[config.mk]
export PLATFORM = sky130hd
export DESIGN_NAME = pcm_tx_serializer
export DESIGN_NICKNAME = d
export VERILOG_FILES = /design/src/rtl/pcm_pkg.sv /design/src/rtl/bclk_gen.sv /design/src/rtl/pcm_tx_serializer.sv
export SDC_FILE = /design/constraint.sdc
export NUM_CORES = 1
export LEC_CHECK = 0
export BUFFER_PORTS_ARGS = -buffer_cell sky130_fd_sc_hd__buf_4
export CORE_AREA = 2 2 82 68
export DETAILED_ROUTE_END_ITERATION = 10
export DIE_AREA = 0 0 84 70
export SKIP_CTS_REPAIR_TIMING = 1
export SLEW_MARGIN = 20
export SYNTH_ARGS = -nofsm -noshare
export SYNTH_HDL_FRONTEND = slang
export SYNTH_HIERARCHICAL = 1
export SYNTH_SLANG_ARGS = --single-unit
[constraint.sdc]
create_clock -name clk -period 2.3 [get_ports clk]
set_clock_uncertainty 0.15 [all_clocks]
set_input_delay 0.46 -clock clk [delete_from_list [all_inputs] [get_ports clk]]
set_output_delay 0.46 -clock clk [all_outputs]
set_load 0.02 [all_outputs]
[src/rtl/pcm_pkg.sv]
// pcm_pkg: constants and FSM encoding shared by the PCM link
// transmit serializer and microphone receiver.
package pcm_pkg;

  localparam int PCM_CLK_DIV  = 2;
  localparam int PCM_SAMPLE_W = 16;
  localparam int PCM_FRAME_W  = 32;

  typedef enum logic {
    ST_IDLE = 1'b0,
    ST_RUN  = 1'b1
  } pcm_state_e;

  // Counter width that stays legal when the range collapses to one value.
  function automatic int cnt_w(input int n);
    return (n > 1) ? $clog2(n) : 1;
  endfunction

endpackage

[src/rtl/bclk_gen.sv]
// bclk_gen: divides clk into the serial bit clock and emits one-clk
// strobes on the cycle bclk is about to fall (fe) or rise (re).
module bclk_gen
  import pcm_pkg::*;
#(
  parameter int CLK_DIV = PCM_CLK_DIV
) (
  input  logic clk,
  input  logic reset,
  input  logic en,
  output logic bclk,
  output logic fe,
  output logic re
);

  localparam int DW = cnt_w(CLK_DIV);
  localparam logic [DW-1:0] TOP = DW'(CLK_DIV - 1);

  logic [DW-1:0] div_cnt;
  logic          tick;

  assign tick = en && (div_cnt == TOP);
  assign fe   = tick & bclk;
  assign re   = tick & ~bclk;

  // Disabled means parked low with the phase reset, so a restart
  // always waits a full half-period before the first rising edge.
  always_ff @(posedge clk or posedge reset) begin
    if (reset) begin
      div_cnt <= '0;
      bclk    <= 1'b0;
    end else if (!en) begin
      div_cnt <= '0;
      bclk    <= 1'b0;
    end else if (tick) begin
      div_cnt <= '0;
      bclk    <= ~bclk;
    end else begin
      div_cnt <= div_cnt + 1'b1;
    end
  end

endmodule

[src/rtl/pcm_tx_serializer.sv]
// pcm_tx_serializer: one-entry hold buffer feeding a left-justified,
// MSB-first frame shifter with bclk/ws generation.
module pcm_tx_serializer
  import pcm_pkg::*;
#(
  parameter int CLK_DIV  = PCM_CLK_DIV,
  parameter int SAMPLE_W = PCM_SAMPLE_W,
  parameter int FRAME_W  = PCM_FRAME_W
) (
  input  logic                clk,
  input  logic                reset,
  input  logic                en_clk,
  input  logic [SAMPLE_W-1:0] s_data,
  input  logic                s_valid,
  output logic                s_ready,
  output logic                bclk,
  output logic                ws,
  output logic                sdata,
  output logic                underrun,
  output logic                busy
);

  localparam int BW = cnt_w(FRAME_W);
  localparam logic [BW-1:0] LAST = BW'(FRAME_W - 1);
  localparam logic [BW-1:0] HALF = BW'(FRAME_W / 2);

  pcm_state_e state, state_d;

  logic [SAMPLE_W-1:0] hold, hold_d;
  logic [SAMPLE_W-1:0] shreg, shreg_d;
  logic [SAMPLE_W-1:0] shifted;
  logic                hold_full, hold_full_d;
  logic [BW-1:0]       bit_cnt, bit_cnt_d, nxt;
  logic                sdata_d, ws_d, underrun_d;
  logic                load, xfer, run;
  logic                fe, re_unused;

  assign run  = (state == ST_RUN);
  assign busy = run;
  assign xfer = s_valid & s_ready;

  bclk_gen #(
    .CLK_DIV(CLK_DIV)
  ) u_bclk (
    .clk  (clk),
    .reset(reset),
    .en   (run),
    .bclk (bclk),
    .fe   (fe),
    .re   (re_unused)
  );

  assign nxt     = bit_cnt + 1'b1;
  assign shifted = shreg << nxt;

  always_comb begin
    state_d    = state;
    shreg_d    = shreg;
    bit_cnt_d  = bit_cnt;
    sdata_d    = sdata;
    ws_d       = ws;
    underrun_d = 1'b0;
    load       = 1'b0;
    unique case (state)
      ST_IDLE: begin
        sdata_d   = 1'b0;
        ws_d      = 1'b0;
        bit_cnt_d = '0;
        if (en_clk && hold_full) begin
          state_d = ST_RUN;
          load    = 1'b1;
          shreg_d = hold;
          sdata_d = hold[SAMPLE_W-1];
        end
      end
      ST_RUN: begin
        if (fe && bit_cnt != LAST) begin
          bit_cnt_d = nxt;
          // Bits past the sample fall out of the shifter as zeros.
          sdata_d   = shifted[SAMPLE_W-1];
          ws_d      = (nxt >= HALF);
        end else if (fe) begin
          bit_cnt_d = '0;
          ws_d      = 1'b0;
          unique case (1'b1)
            !en_clk: begin
              state_d = ST_IDLE;
              sdata_d = 1'b0;
            end
            en_clk && hold_full: begin
              load    = 1'b1;
              shreg_d = hold;
              sdata_d = hold[SAMPLE_W-1];
            end
            en_clk && !hold_full: begin
              shreg_d    = '0;
              sdata_d    = 1'b0;
              underrun_d = 1'b1;
            end
            default: begin
              state_d = state;
            end
          endcase
        end
      end
      default: begin
        state_d = ST_IDLE;
      end
    endcase
  end

  // A load takes the old held word; a same-cycle transfer refills it.
  always_comb begin
    hold_d      = xfer ? s_data : hold;
    hold_full_d = (hold_full & ~load) | xfer;
  end

  always_ff @(posedge clk or posedge reset) begin
    if (reset) begin
      state     <= ST_IDLE;
      hold      <= '0;
      hold_full <= 1'b0;
      s_ready   <= 1'b1;
      shreg     <= '0;
      bit_cnt   <= '0;
      sdata     <= 1'b0;
      ws        <= 1'b0;
      underrun  <= 1'b0;
    end else begin
      state     <= state_d;
      hold      <= hold_d;
      hold_full <= hold_full_d;
      s_ready   <= ~hold_full_d;
      shreg     <= shreg_d;
      bit_cnt   <= bit_cnt_d;
      sdata     <= sdata_d;
      ws        <= ws_d;
      underrun  <= underrun_d;
    end
  end

endmodule

Word-level counts from Yosys, hierarchy flattened. Cells that the tools add are included.

Add/sub/neg operators: 2. Reductions and logical operators: 9. Mux-type cells: 32. Shift-type cells: 1. Magnitude comparators: 1. Multiply operators: 0. Equal/unequal tests: 8. Bitwise operators: 8. Divide/modulo/power cells: 0.

Operators with widths (number): 16-bit case mux with 2 select lines (2); 16-bit 2-to-1 mux (3); 1-bit 2-to-1 mux (19); 16-bit by 5-bit << shifter with 16-bit output (1); 5-bit 2-to-1 mux (2); 1-bit case mux with 2 select lines (5); 5-bit case mux with 2 select lines (1); 3-bit by 1-bit inequality test with 1-bit output (second input constant) (2); 5-bit by 1-bit adder with 5-bit output (second input constant) (1); 5-bit greater-or-equal comparator (second input constant) (1); 5-bit inequality test (second input constant) (1); 1-bit logical AND (4); 2-bit by 1-bit inequality test with 1-bit output (second input constant) (2); 2-bit inequality test (second input constant) (2); 4-bit by 2-bit inequality test with 1-bit output (second input constant) (1); 1-bit NOT (4); 4-bit AND reduction (1); 1-bit AND (3); 1-bit zero test (2); 2-bit AND reduction (1); 2-bit OR reduction (1); 1-bit adder (second input constant) (1); 1-bit OR (1).

Latch bits: 0. ROM bits: 0. Output and inout port bits: 6. Bits of input ports: 20. Bits in registers: 45. Memories: 0. Bits in writable memories: 0.

Depth between registers and ports, before layout.
Word-level depth: 9. Depth in mapped cells: 8.

Cells and area by module. The synthesis kept the hierarchy.

Modules (own cells, without submodules): pcm_tx_serializer (times used 1, area an instance 1876.8 µm², sequential area each 1052.3 µm², cells each 162); bclk_gen (times used 1, area an instance 92.6 µm², sequential area each 50.0 µm², cells each 9).

Least setup slack after synthesis. OpenSTA, ideal clock, no wires.

Kind: reg2reg. Start: register bit_cnt[0]. End: register shreg[0]. Buffers on the path: 1. Path slack: 0.308 ns. Setup time: 0.133 ns. Stages on the path, launching flop included: 8. Arrival time: 1.709 ns. Path through: dfrtp_1 -> ha_1 -> and3_1 -> ha_1 -> and3_1 -> o21ai_1 -> clkbuf_1 -> o21ai_0.

Cells in the longest elaborated chain, start to end: 4.

Ends and longest elaborated chain: start, declared (RTL line pcm_tx_serializer.sv:33) `logic [BW-1:0] bit_cnt, bit_cnt_d, nxt;`; start signal, assigned (RTL line pcm_tx_serializer.sv:135) `bit_cnt <= bit_cnt_d;`; 5-bit inequality test (RTL line pcm_tx_serializer.sv:77) `if (fe && bit_cnt != LAST) begin`; 1-bit logical AND (RTL line pcm_tx_serializer.sv:77); 2-bit inequality test (no source line); 4-bit AND reduction (no source line); end signal, assigned (RTL line pcm_tx_serializer.sv:134) `shreg <= shreg_d;`; end, declared (RTL line pcm_tx_serializer.sv:30) `logic [SAMPLE_W-1:0] shreg, shreg_d;`.

No other way between the ends. A chain may end at the register's enable or synchronous reset.

Worst setup path in the final report.
Start: register bit_cnt[0]. End: register shreg[10].

Same word-level chain as after synthesis.

==> out/qor.yml <==
slew_headroom_pct: 64.7
max_freq_mhz: 492
path_clk_slew_ps: 80
end_kind: "flop"
place_congestion: 0.774
finalHoldViolCount: 0
clk_latency_ps: 290
drtPass1Iterations: 4
grt_use_total_pct: 12.5
period_share_pct: 88.3
synth_area_sq_um: 1960
core_sq_um: 5190
routed_wl_um: 3290
num_io_pins: 26
tightest_slew_ps: 529
post-dp-hpwl_um: 2270
crit_required_ps: 2330
hold_class: "in -> reg"
yosysWarnings: 6
drtAntennaViolNets: 0
period_needed_ps: 2030
synth_area_per_cell_sq_um: 11.6
avgViaCountPerCell: 4.77
grt_pass1_vias: 1266
syn_inst: 169
holdPathEnd: "hold[11]"
irDropWorstVdd_v: 0.000491
grt_overflow: 0
critical_path_class: "reg -> reg"
leakage_nw: 1.14
final_common_cell: "dfrtp_1"
min_from: "s_data[11]"
syn_nets: 191
wl_per_cell_um: 12.4
drt_iter0_markers: 72
numCtsBuffers: 5
p_total_w: 0.00270
rows: 24
clock_tree.buffer_depth: 2
tns_ps: 0
reg2reg_from: "bit_cnt[0]"
fillers: 495
area_growth_pct: 19.7
power-per-cell-area_nw_per_um2: 1150
reg2reg_to: "shreg[10]"
grt_max_degree: 43
finalSetupViolations: 0
path_cells: "ha_1, and3_1, ha_1, and3_1, o21ai_1, buf_12, o21ai_0"
final_layout_size_suffix_gt1_share_pct: 29.9
pre_cts_ws_ps: 261
num_antenna_cells: 0
holdPathStages: 2
max_cap_violations: 0
rsz0062_at_grt: "false"
cts_tree: "done"
regToRegSetupSlack_ps: 270
initial_utilization_pct: 37.8
grt_pass1_wl_um: 5800
utilization_pct: 45.2
port_buffers: 25
cp-start-kind: "flop"
fp.dieW_um: 84
cp_slowest_stage_delay_ps: 390
antenna_found_initial: 0
drv_slew: 0
crit_arrival_ps: 2060
vias: 1270
slowest_stage: "dfrtp_1"
cts_num_sinks: 44
status: "finished, final reports clean"
reg2reg_depth: 7
layout_common_cells: "43 x dfrtp_1, 39 x nand2_1, 30 x buf_4"
ctsRootBufferMaster: "clkbuf_8"
die_area_sq_um: 5880
final_nets: 222
htree_levels: 2
worst_slack_ps: 269
drcViolationCount: 0
die_h_um: 70
worstPathMaxFanout: 31
state kept, by name (all words and copies together), names as in the netlist:
register / cells
s_ready: 1
u_bclk/bclk: 1
hold_full: 1
hold: 16
u_bclk/div_cnt: 1
bit_cnt: 5
shreg: 16
underrun: 1
sdata: 1
busy: 1
metal layers:
metal	up-vias	routed length, um	share of wire [%]	global-route usage [%]
met5	-	0	0	0
met4	0	38	1.2	3.23
met3	4	129	3.9	3.78
met2	22	1410	43	19.0
met1	606	1710	52	17.4
li1	638	-	-	-
worst max-delay path: cells and delay by family (launching register included):
kind            cells  cell delay (ps)
simple gates        2              390
fa+ha+maj           2              450
buf+inv             1              200
compound gates      2              330
flops               1              390
worst max path at each step:
stage | to | start | depth (start not counted) | slack, ps
finish | shreg[10] | bit_cnt[0] | 7 | 270
CTS | shreg[0] | bit_cnt[0] | 7 | 250
detailed placement | shreg[0] | bit_cnt[0] | 7 | 260
floorplan | shreg[0] | bit_cnt[0] | 7 | 310
global placement | shreg[11] | bit_cnt[1] | 7 | 310
global route | shreg[0] | bit_cnt[0] | 8 | 80
cell type report:
cell class / instances / area, sq um / area share [%]
timing repair buffer: 32 / 255 / 10.9
tap: 65 / 81.3 / 3.46
clock buffer: 6 / 82.6 / 3.52
inverter: 3 / 11.3 / 0.479
multi-input combinational: 114 / 806 / 34.3
sequential: 44 / 1100 / 46.9
clock inverter: 2 / 10.0 / 0.426
through the flow:
stage / hold slack (ps) / cell area [sq um] / std cells
2_1_floorplan: 51.2 / 1960 / 169
3_3_place_gp: 178 / 2250 / 257
3_5_place_dp: 179 / 2250 / 257
4_1_cts: -142 / 2340 / 265
5_1_grt: 232 / 2350 / 266
6_report: 241 / 2350 / 266
where the power goes:
part	switching, W	internal [W]
clock network	0.000257	0.000240
registers	0.000164	0.00109
logic	0.000418	0.000530
Note: power is estimated with default switching activity, not from simulation.
